===== src/rtl/eia608_pkg.sv =====
// eia608_pkg: shared types, constants and helpers for the line-21 caption packer
package eia608_pkg;
  localparam logic [15:0] NULL_PAIR = 16'h8080;
  typedef enum logic [1:0] {CLS_INVALID, CLS_BASIC, CLS_CONTROL, CLS_PAIR} cls_e;
  typedef enum logic {S_IDLE, S_EMIT} state_e;
  function automatic cls_e classify(input logic [15:0] w);
    return (w == 16'h0000) ? CLS_INVALID :
           (w[15:8] >= 8'h20 && w[15:8] <= 8'h7F && w[7:0] == 8'h00) ? CLS_BASIC :
           (w[15:8] >= 8'h10 && w[15:8] <= 8'h1F) ? CLS_CONTROL : CLS_PAIR;
  endfunction
  function automatic logic [7:0] odd_parity(input logic [6:0] b);
    return {~^b, b};
  endfunction
  function automatic logic [15:0] pair_parity(input logic [6:0] hi, input logic [6:0] lo);
    return {odd_parity(hi), odd_parity(lo)};
  endfunction
endpackage


===== src/rtl/eia608_code_fifo.sv =====
// eia608_code_fifo: code-word FIFO exposing the two oldest entries, pops 0..2 per cycle
module eia608_code_fifo #(
  parameter int DEPTH = 8
) (
  input  logic                       clock,
  input  logic                       resetn,
  input  logic                       push_i,
  input  logic [15:0]                data_i,
  input  logic [1:0]                 pop_i,
  output logic [15:0]                head_o,
  output logic [15:0]                next_o,
  output logic [$clog2(DEPTH):0]     count_o,
  output logic                       full_o
);
  localparam int AW = $clog2(DEPTH);
  localparam int CW = AW + 1;
  logic [15:0]   mem_q [DEPTH];
  logic [AW-1:0] wr_q, rd_q;
  logic [CW-1:0] cnt_q;
  always_ff @(posedge clock) begin
    if (push_i) mem_q[wr_q] <= data_i;
  end
  always_ff @(posedge clock or negedge resetn) begin
    if (!resetn) begin
      wr_q  <= '0;
      rd_q  <= '0;
      cnt_q <= '0;
    end else begin
      wr_q  <= wr_q + AW'(push_i);
      rd_q  <= rd_q + AW'(pop_i);
      cnt_q <= cnt_q + CW'(push_i) - CW'(pop_i);
    end
  end
  assign head_o  = mem_q[rd_q];
  assign next_o  = mem_q[rd_q + AW'(1)];
  assign count_o = cnt_q;
  assign full_o  = cnt_q == CW'(DEPTH);
endmodule


===== src/rtl/eia608_cc_packer.sv =====
// eia608_cc_packer: buffers EIA-608 code words, emits one odd-parity byte pair per slot tick
// (define EIA608_CTRL_DOUBLE_EN to re-emit every control word on the following tick)
module eia608_cc_packer
  import eia608_pkg::*;
#(
  parameter int FIFO_DEPTH = 8
) (
  input  logic        clock,
  input  logic        resetn,
  input  logic        in_valid,
  output logic        in_stall,
  input  logic [15:0] in_data,
  input  logic        slot_tick,
  output logic        out_valid,
  input  logic        out_stall,
  output logic [15:0] out_data,
  output logic        overrun
);
  localparam int CW = $clog2(FIFO_DEPTH) + 1;
  state_e        state_q, state_d;
  logic [15:0]   out_q, out_d, head, next, sel;
  logic          ovr_q, ovr_d, push, both, empty;
  logic [1:0]    sel_pop, pop_n;
  logic [CW-1:0] cnt;
  cls_e          head_cls, next_cls;
  eia608_code_fifo #(.DEPTH(FIFO_DEPTH)) u_fifo (
    .clock   (clock),
    .resetn  (resetn),
    .push_i  (push),
    .data_i  (in_data),
    .pop_i   (pop_n),
    .head_o  (head),
    .next_o  (next),
    .count_o (cnt),
    .full_o  (in_stall)
  );
  // all-zero words are consumed but never stored
  assign push     = in_valid && !in_stall && classify(in_data) != CLS_INVALID;
  assign head_cls = classify(head);
  assign next_cls = classify(next);
  assign empty    = cnt == '0;
  assign both     = head_cls == CLS_BASIC && next_cls == CLS_BASIC && cnt >= CW'(2);
  assign sel_pop  = empty ? 2'd0 : both ? 2'd2 : 2'd1;
  assign sel      = empty ? NULL_PAIR :
                    both ? pair_parity(head[14:8], next[14:8]) :
                    head_cls == CLS_BASIC ? pair_parity(head[14:8], 7'h00) :
                    pair_parity(head[14:8], head[6:0]);
`ifdef EIA608_CTRL_DOUBLE_EN
  logic        rep_q, rep_d;
  logic [15:0] rep_word_q, rep_word_d;
  always_ff @(posedge clock or negedge resetn) begin
    if (!resetn) begin
      rep_q      <= 1'b0;
      rep_word_q <= '0;
    end else begin
      rep_q      <= rep_d;
      rep_word_q <= rep_word_d;
    end
  end
`endif
  always_comb begin
    state_d = state_q;
    out_d   = out_q;
    pop_n   = 2'd0;
    ovr_d   = ovr_q | (slot_tick && state_q == S_EMIT);
`ifdef EIA608_CTRL_DOUBLE_EN
    rep_d      = rep_q;
    rep_word_d = rep_word_q;
`endif
    if (state_q == S_IDLE && slot_tick) begin
      state_d = S_EMIT;
      out_d   = sel;
      pop_n   = sel_pop;
`ifdef EIA608_CTRL_DOUBLE_EN
      if (rep_q) begin
        out_d = rep_word_q;
        pop_n = 2'd0;
        rep_d = 1'b0;
      end else if (!empty && head_cls == CLS_CONTROL) begin
        rep_d      = 1'b1;
        rep_word_d = sel;
      end
`endif
    end else if (state_q == S_EMIT && !out_stall) begin
      state_d = S_IDLE;
    end
  end
  always_ff @(posedge clock or negedge resetn) begin
    if (!resetn) begin
      state_q <= S_IDLE;
      out_q   <= '0;
      ovr_q   <= 1'b0;
    end else begin
      state_q <= state_d;
      out_q   <= out_d;
      ovr_q   <= ovr_d;
    end
  end
  assign out_valid = state_q == S_EMIT;
  assign out_data  = out_q;
  assign overrun   = ovr_q;
endmodule


===== config.mk =====
export PLATFORM = sky130hd
export DESIGN_NAME = eia608_cc_packer
export DESIGN_NICKNAME = d
export VERILOG_FILES = /design/src/rtl/eia608_pkg.sv /design/src/rtl/eia608_code_fifo.sv /design/src/rtl/eia608_cc_packer.sv
export SDC_FILE = /design/constraint.sdc
export NUM_CORES = 1
export LEC_CHECK = 0
export ABC_AREA = 1
export ABC_CLOCK_PERIOD_IN_PS = 3600
export CAP_MARGIN = 15
export CORE_MARGIN = 2
export CORE_UTILIZATION = 27
export DETAILED_ROUTE_END_ITERATION = 8
export PLACE_DENSITY_LB_ADDON = 0.2
export SETUP_SLACK_MARGIN = 0.02
export SYNTH_ARGS = -nofsm -noshare
export SYNTH_HDL_FRONTEND = slang
export SYNTH_HIERARCHICAL = 1
export SYNTH_SLANG_ARGS = --single-unit

===== constraint.sdc =====
create_clock -name clock -period 3.6 [get_ports clock]
set_clock_uncertainty 0.1 [all_clocks]
set_input_delay 0.72 -clock clock [delete_from_list [all_inputs] [get_ports clock]]
set_output_delay 0.72 -clock clock [all_outputs]
set_load 0.03 [all_outputs]

* Word level (Yosys, flattened, before mapping)
Memory sizes are Yosys's and may differ from the RTL's.
Index checks and enable logic that the tools add are counted.
** Word-level totals
- Bits in writable memories :: 128
- Bits of input ports :: 21
- Output and inout bits :: 19
- Logic and storage cells :: 79
- Bits in registers :: 28
- Memories :: 1
** Memories
- u_fifo.mem_q :: depth 8, bits a word 16, rd ports 2, clocked after memory_dff 0, wr ports 1, RTL line eia608_code_fifo.sv:17 : logic [15:0] mem_q [DEPTH];
** Operators by class
- $lt $le $gt $ge :: 13
- Equality and inequality tests :: 3
- $add $sub $neg :: 5
- Bitwise operators :: 2
- Reductions and logical operators :: 30
- Muxes and demuxes :: 19
** Operators with widths (number)
- 16-bit logical NOT :: 3
- 8-bit by 5-bit >= comparator with 1-bit output, second input constant :: 3
- 8-bit by 6-bit >= comparator with 1-bit output, second input constant :: 3
- 8-bit by 5-bit less-or-equal comparator with 1-bit output, second input constant :: 3
- 8-bit by 7-bit less-or-equal comparator with 1-bit output, second input constant :: 3
- 8-bit logical NOT :: 3
- 7-bit XNOR reduction :: 3
- 2-bit two-way mux :: 9
- 1-bit logical AND :: 16
- 16-bit two-way mux :: 1
- 8-bit two-way mux :: 2
- 1-bit two-way mux :: 7
- 4-bit by 1-bit adder with 4-bit output :: 1
- 2-bit by 1-bit == test with 1-bit output, second input constant :: 2
- 4-bit == test, second input constant :: 1
- 4-bit by 2-bit >= comparator with 1-bit output, second input constant :: 1
- 4-bit logical NOT :: 1
- 2-bit nonzero test :: 2
- 4-bit by 2-bit subtractor with 4-bit output :: 1
- 3-bit by 1-bit adder with 3-bit output :: 1
- 3-bit by 1-bit adder with 3-bit output, second input constant :: 1
- 3-bit by 2-bit adder with 3-bit output :: 1
- 1-bit logical NOT :: 2
- 1-bit NOT :: 1
- 1-bit OR :: 1

* Depth between registers and ports, before layout
Gate-level depths: netlist (run 1).
An unclocked memory read counts as a cell.
- Word-level depth :: 14
- Mapped depth :: 22
- Gate-level depth less buffers :: 20

* Modules after synthesis
The synthesis (run 1) kept the hierarchy.
** Modules (own cells, without submodules)
- eia608_code_fifo :: cells an instance 908, area each 7382.1 sq um, times used 1, sequential area each 4093.9 sq um
- eia608_cc_packer :: cells an instance 174, area each 1290.0 sq um, times used 1, sequential area each 450.4 sq um

* Least setup slack after synthesis (run 1)
OpenSTA, ideal clock, no wires.
- Kind :: register -> register
- Start point :: register u_fifo.rd_q[0]
- End point :: register u_fifo.cnt_q[2], in the netlist u_fifo/count_o[2]
- Path slack :: 287 ps
- Data required time :: 3377 ps
- Arrival :: 3090 ps
- Stages on the path, launching flop included :: 20
- Clock period less this slack :: 3313 ps
- Buffers on the path :: 2
- Library setup time :: 123 ps
- Path through :: dfrtp_1 -> ha_1 -> buf_2 -> buf_1 -> nand3_1 -> nand2_1 -> nand2_1 -> nand2_1 -> inv_1 -> ha_1 -> nand3_1 -> nand2_1 -> a21oi_1 -> nor2_4 -> a21oi_1 -> ha_1 -> inv_1 -> ha_1 -> fa_1 -> xor2_1
** Between the ends
- Cells in the longest elaborated chain, start to end :: 14
- Elaborated cells on any way between the ends :: 34
- Classes of those cells :: add/sub (2); order compare (8); eq/ne (2); mux (9); reduce/logical (12); memory (1)
** Ends and longest elaborated chain
- start, declared :: RTL line eia608_code_fifo.sv:18 : logic [AW-1:0] wr_q, rd_q;
- start signal, assigned :: RTL line eia608_code_fifo.sv:30 : rd_q <= rd_q + AW'(pop_i);
- 3-bit by 1-bit adder with 3-bit output (*) :: RTL line eia608_code_fifo.sv:35 : assign next_o = mem_q[rd_q + AW'(1)];
- memory read 8 x 16 bit (*)
- net next[8] :: RTL line eia608_cc_packer.sv:21 : logic [15:0] out_q, out_d, head, next, sel;
- 8-bit by 5-bit >= comparator with 1-bit output, or another cell as far along :: RTL line eia608_pkg.sv:9 : (w[15:8] >= 8'h10 && w[15:8] <= 8'h1F) ? CLS_CONTROL : CLS_PAIR;
- 1-bit logical AND (on tied branches) :: RTL line eia608_pkg.sv:9, eia608_pkg.sv:8
- 1-bit two-way mux / 1-bit logical AND (equally long branches) :: RTL line eia608_pkg.sv:9, eia608_pkg.sv:8
- 2-bit two-way mux :: RTL line eia608_pkg.sv:8 : (w[15:8] >= 8'h20 && w[15:8] <= 8'h7F && w[7:0] == 8'h00) ? CLS_BASIC :
- 2-bit two-way mux (*) :: RTL line eia608_pkg.sv:7 : return (w == 16'h0000) ? CLS_INVALID :
- 2-bit by 1-bit == test with 1-bit output (*) :: RTL line eia608_cc_packer.sv:42 : assign both = head_cls == CLS_BASIC && next_cls == CLS_BASIC && cnt >= CW'(2);
- 1-bit logical AND (*) (2 in a row) :: RTL line eia608_cc_packer.sv:42
- 2-bit two-way mux (*) (2 in a row) :: RTL line eia608_cc_packer.sv:43 : assign sel_pop = empty ? 2'd0 : both ? 2'd2 : 2'd1;
- 2-bit two-way mux (*) :: RTL line eia608_cc_packer.sv:70 : if (state_q == S_IDLE && slot_tick) begin
- net pop_n[0] :: RTL line eia608_cc_packer.sv:23 : logic [1:0] sel_pop, pop_n;
- 4-bit by 2-bit subtractor with 4-bit output (*) :: RTL line eia608_code_fifo.sv:31 : cnt_q <= cnt_q + CW'(push_i) - CW'(pop_i);
- end signal, assigned :: RTL line eia608_code_fifo.sv:31
- end, declared :: RTL line eia608_code_fifo.sv:19 : logic [CW-1:0] cnt_q;
The timed path passes the listed nets; every way through them passes the cells marked *.
A chain may end at the register's enable or synchronous reset.

* Worst setup path in the final report (run 1)
- Start point :: register u_fifo.rd_q[0]
- End point :: register u_fifo.cnt_q[3], in the netlist u_fifo/count_o[3]
The elaborated chain is that of the path after synthesis.

==> results of run 1 <==
-- state kept, by name, indices dropped and copies added, names as in the netlist --
signal and flops:
out_data 16, out_valid 1, overrun 1, u_fifo/count_o 4
u_fifo/mem_q 128, u_fifo/rd_q 3, u_fifo/wr_q 3
-- where the power goes --
group,switching [mW],internal [mW]
combinational,4.40,3.00
clock,0.823,0.981
sequential,0.187,2.34
total,5.41,6.32
-- path summary, 6_finish.rpt --
kind,from,end,cells after the start
max,u_fifo/rd_q[0],u_fifo/count_o[3],17
min,overrun,overrun,1
max reg2reg,u_fifo/rd_q[0],u_fifo/count_o[3],17
min reg2reg,overrun,overrun,1
max in group asynchronous,resetn,u_fifo/rd_q[0],1
min in group asynchronous,resetn,out_data[5],1
-- synth_stat cells --
cell / n
dfrtp_1: 28
nor4_1: 5
nand2_2: 1
nand3_1: 141
buf_4: 4
nand2_1: 480
o22ai_1: 1
clkbuf_1: 7
inv_1: 167
a21oi_4: 1
nand4_2: 1
a21o_1: 1
xor2_1: 6
xnor2_1: 8
fa_1: 2
buf_1: 2
or2_0: 1
xnor2_4: 1
edfxtp_1: 128
nor2_4: 1
o21ai_4: 1
nor2_2: 2
o21ai_1: 7
a21oi_2: 1
o21ai_0: 1
a21oi_1: 3
buf_6: 2
nor2_1: 18
inv_2: 6
buf_2: 33
ha_1: 21
inv_6: 1
-- metal layers --
metal | vias up | wire [um] | global-route usage
met5 | - | 0 | 0
met4 | 0 | 551 | 0.0483
met3 | 37 | 1220 | 0.0342
met2 | 176 | 12500 | 0.258
met1 | 3440 | 12500 | 0.209
li1 | 3573 | - | -
-- cell type report --
type | instances | area, um2 | area share
inverter | 174 | 671 | 0.0607
timing repair buffer | 125 | 1450 | 0.131
sequential | 156 | 4550 | 0.412
multi-input combinational | 704 | 3300 | 0.299
clock inverter | 14 | 150 | 0.0136
tap | 402 | 503 | 0.0455
clock buffer | 18 | 429 | 0.0388
-- timing repair --
action | in CTS | in global routing
gates resized for setup | 7 | 18
setup endpoints to repair | 2 | 5
buffers inserted | 1 | 9
cloned | 3 | 6
-- through the flow --
stage                     hold WS (ns)  setup TNS (ns)
after global routing             0.383         -0.0138
after floorplan                  0.324               0
final                            0.357               0
after CTS                        0.367               0
after detailed placement         0.352         -0.0422
after global placement           0.339               0
-- kinds of logic (layout without fill, tap and decap cells) --
family                   Yosys count  in the layout  synth area share
AND/OR/NAND/NOR                  650            650             0.306
buffers and inverters            222            331             0.105
flip-flops                       156            156             0.524
adder cells (fa/ha/maj)           23             23            0.0349
AO/OA/AOI/OAI                     16             16            0.0127
XOR/XNOR                          15             15            0.0173
==> impl_metrics.json, run 1 <==
{
  "setup_ws_ns": 0.160,
  "layout_common_cells": "nand2_1 (478), inv_1 (166), nand3_1 (141)",
  "cpPeakStageDelay_ns": 0.59,
  "final_cells": 1593,
  "cp-start-kind": "flop",
  "period_needed_ns": 3.44,
  "finalSetupViolCount": 0,
  "groute.usage.overall": 0.158,
  "critPathCaptureType": "flop",
  "dp_cells": 1542,
  "cellLeakagePower_nw": 5.24,
  "syn_avg_cell_area_um2": 8.01,
  "cts_tree": "yes",
  "antenna_found_initial": 0,
  "ys_warn_count": 6,
  "path_clk_slew_ns": 0.07,
  "hold_viol_final": 0,
  "syn_to_final_growth_pct": 27.4,
  "dr_total_vias": 7226,
  "cap_violations": 0,
  "synth.distinct_cells": 32,
  "placed_area_um2": 10100,
  "route.detailed.wl_per_inst_um": 16.8,
  "cp_cell_sequence": "ha_4, buf_4, nand3_1, nand2_1, nand2_1, nand2_1, inv_1, ha_1, nand3_1, a21oi_4, nor4_2, inv_1, ha_4, ha_1, nand3_1, nand2_1, xor2_1",
  "power.total_mw": 11.7,
  "avgViaCountPerCell": 4.54,
  "tightest_slew_ns": 1.01,
  "drc": 0,
  "synth.top_cell.area_share": 0.443,
  "hold_class": "flop to flop",
  "die_x_um": 183,
  "grt_start_max_net_pins": 66,
  "layout_commonest_cell": "nand2_1",
  "arrival_ns": 3.66,
  "max_slew_margin": 0.322,
  "crit_buf_inv": 3,
  "fin_area_um2": 11100,
  "ant_nets": 0,
  "fmax_mhz": 291,
  "drt-pass1-iter-count": 5,
  "gp_congestion": 0.829,
  "clock_latency_ns": 0.44,
  "path_class": "flop to flop",
  "io_pins": 40,
  "cts.sinks": 156,
  "drt_iter0_markers": 528,
  "ir_worst_vdd_mv": 0.636,
  "synth_area_um2": 8670,
  "dp_hpwl_um": 16500,
  "syn_nets": 1126,
  "status": "completed",
  "crit_fanout": 11,
  "rows": 65,
  "final_util": 0.350,
  "core_um2": 31600,
  "fill_cells": 3278,
  "yosysSeqAreaShare": 0.524,
  "crit_path_frequent_cell": "nand2_1",
  "holdBufCountCts": 0,
  "die_h_um": 183,
  "required_ns": 3.82,
  "numCtsBuffers": 17,
  "synth_area_leaders": "edfxtp_1 (44%), nand2_1 (21%), nand3_1 (8.1%), dfrtp_1 (8.1%), inv_1 (7.2%)",
  "ys_ff_latch": 156,
  "r2r_setup_slack_ns": 0.16,
  "synth_area_leader_cell": "edfxtp_1",
  "cts_root_buffer": "clkbuf_16",
  "cpMaxStageDelayCell": "dfrtp_4",
  "layout.nets": 1222,
  "wirelength_um": 26800,
  "grt_pass1_vias": 6822,
  "critPathTopFamily": "adder cells",
  "start_util": 0.275,
  "power.density_nw_per_um2": 1060,
  "clk_path_buf_depth": 2,
  "synthCells": 1082,
  "dp_slack_ns": -0.0383,
  "htreeDepth": 4,
  "num_antenna_cells": 0,
  "io_buffers": 39,
  "fin_crit_sh": 0.956,
  "rsz0062_at_grt": "yes",
  "drive_above_1_share": 0.128,
  "grt_pass1_wl_um": 39400,
  "dieArea_um2": 33600,
  "grt_overflow": 0,
  "drv_slew": 0
}
Note: power is estimated with default switching activity, not from simulation.
==> inputs of run 2 (changes only) <==
--- a/config.mk
+++ b/config.mk
@@ -11,7 +11,9 @@
 export CORE_MARGIN = 2
 export CORE_UTILIZATION = 27
 export DETAILED_ROUTE_END_ITERATION = 8
+export MAX_ROUTING_LAYER = met4
 export PLACE_DENSITY_LB_ADDON = 0.2
+export RECOVER_POWER = 25
 export SETUP_SLACK_MARGIN = 0.02
 export SYNTH_ARGS = -nofsm -noshare
 export SYNTH_HDL_FRONTEND = slang
==> impl_metrics.json, run 2 (synthesis gave the netlist of run 1 again) <==
{
  "drv_slew": 0,
  "htreeDepth": 4,
  "max_slew_margin": 0.333,
  "final_cells": 1593,
  "gp_congestion": 0.842,
  "die_h_um": 183,
  "finalSetupViolCount": 0,
  "io_buffers": 39,
  "cellLeakagePower_nw": 5.21,
  "path_class": "flop to flop",
  "dr_total_vias": 7264,
  "cp-start-kind": "flop",
  "ff_latch_area_um2": 4550,
  "core_um2": 31600,
  "fill_cells": 3289,
  "die_x_um": 183,
  "min_path_cells": 1,
  "cts.sinks": 156,
  "multiInputGateArea_um2": 3300,
  "rsz0062_at_grt": "yes",
  "ant_nets": 0,
  "drt_iter0_markers": 610,
  "num_antenna_cells": 0,
  "dp_cells": 1542,
  "start_util": 0.275,
  "cts_root_buffer": "clkbuf_16",
  "numCtsBuffers": 17,
  "hold_end": "overrun",
  "grt_pass1_wl_um": 39400,
  "tightest_slew_ns": 0.997,
  "fin_area_um2": 11000,
  "wirelength_um": 26800,
  "dp_hpwl_um": 16500,
  "period_needed_ns": 3.45,
  "min-delay-start": "overrun",
  "crit_path_frequent_cell": "nand2_1",
  "crit_buf_inv": 3,
  "grt_overflow": 0,
  "cap_violations": 0,
  "status": "completed",
  "regMostFlops": "u_fifo/mem_q",
  "ir_worst_vdd_mv": 0.632,
  "critPathCaptureType": "flop",
  "final_util": 0.349,
  "reg2reg_depth": 17,
  "route.detailed.wl_per_inst_um": 16.8,
  "drt-pass1-iter-count": 5,
  "drc": 0,
  "avgViaCountPerCell": 4.56,
  "layout_common_cells": "nand2_1 (478), inv_1 (166), nand3_1 (141)",
  "required_ns": 3.82,
  "cp_cell_sequence": "ha_4, buf_4, nand3_1, nand2_1, nand2_1, nand2_1, inv_1, ha_1, nand3_1, a21oi_4, nor4_2, inv_1, ha_4, ha_1, nand3_1, nand2_1, xor2_1",
  "dieArea_um2": 33600,
  "holdBufCountCts": 0,
  "largest_register_ffs": 128,
  "io_pins": 40,
  "path_clk_slew_ns": 0.07,
  "drive_above_1_share": 0.121,
  "placed_area_um2": 10100,
  "clk_path_buf_depth": 2,
  "hold_viol_final": 0,
  "grt_pass1_vias": 6821,
  "fmax_mhz": 290,
  "cts_tree": "yes",
  "rows": 65,
  "layout.nets": 1222,
  "antenna_found_initial": 1,
  "critPathTopFamily": "adder cells",
  "r2r-end": "u_fifo/count_o[3]",
  "groute.usage.overall": 0.162,
  "tns_ns": 0,
  "crit_fanout": 11,
  "clock_latency_ns": 0.43,
  "power.density_nw_per_um2": 1060,
  "arrival_ns": 3.67,
  "grt_start_max_net_pins": 66,
  "cpMaxStageDelayCell": "dfrtp_4",
  "r2r_setup_slack_ns": 0.15,
  "r2r-start": "u_fifo/rd_q[0]",
  "syn_to_final_growth_pct": 27.1,
  "layout_commonest_cell": "nand2_1",
  "cpPeakStageDelay_ns": 0.59,
  "hold_class": "flop to flop",
  "fin_crit_sh": 0.957
}
[run 2: cell count changes in the layout (fill, tap and decap cells not counted)]
cell	before	now
clkdlybuf4s50_1	39	27
dlygate4sd3_1	0	12
buf_4	58	49
clkbuf_1	1	10
[run 2: timing repair]
| action | in CTS | in global routing |
|---|---|---|
| buffers inserted | 1 | 9 |
| gates cloned | 3 | 6 |
| gates resized for setup | 7 | 18 |
| endpoints found under the setup margin | 2 | 5 |
[run 2: how the worst max path moves through the flow]
stage / depth (start not counted) / slack [ns] / startpoint / endpoint
4_1_cts: 21 / 0.02 / u_fifo/rd_q[0] / u_fifo/count_o[3]
5_1_grt: 21 / -0.01 / u_fifo/rd_q[0] / u_fifo/count_o[3]
3_5_place_dp: 20 / -0.04 / u_fifo/rd_q[0] / u_fifo/count_o[3]
6_report: 17 / 0.15 / u_fifo/rd_q[0] / u_fifo/count_o[3]
2_1_floorplan: 19 / 0.29 / u_fifo/rd_q[0] / u_fifo/count_o[2]
3_3_place_gp: 18 / 0.04 / u_fifo/rd_q[0] / u_fifo/count_o[2]
[run 2: stage by stage]
stage | hold WS [ns] | worst slack (ns) | power (mW)
2_1_floorplan | 0.324 | 0.287 | 6.94
3_3_place_gp | 0.339 | 0.0447 | 9.16
3_5_place_dp | 0.352 | -0.0383 | 9.24
4_1_cts | 0.367 | 0.0232 | 11.3
5_1_grt | 0.383 | -0.0142 | 12.7
6_report | 0.356 | 0.154 | 11.7
[run 2: final cells by class]
type / instances / area share
clock buffer: 18 / 0.0390
clock inverter: 14 / 0.0136
inverter: 174 / 0.0609
multi-input combinational: 704 / 0.300
sequential: 156 / 0.413
tap: 402 / 0.0457
timing repair buffer: 125 / 0.128
[run 2: layer usage]
layer,track usage,vias up,share of wire
li1,-,3569,-
met1,0.210,3458,0.47
met2,0.257,205,0.47
met3,0.0347,32,0.049
met4,0.0454,0,0.018
met5,-,-,0
[run 2: where the power goes]
| group | internal, mW | leakage, nW | switching [mW] | total, mW |
|---|---|---|---|---|
| Combinational | 3.00 | 3.44 | 4.41 | 7.40 |
| Sequential | 2.34 | 1.50 | 0.186 | 2.52 |
| Clock | 0.981 | 0.282 | 0.817 | 1.80 |
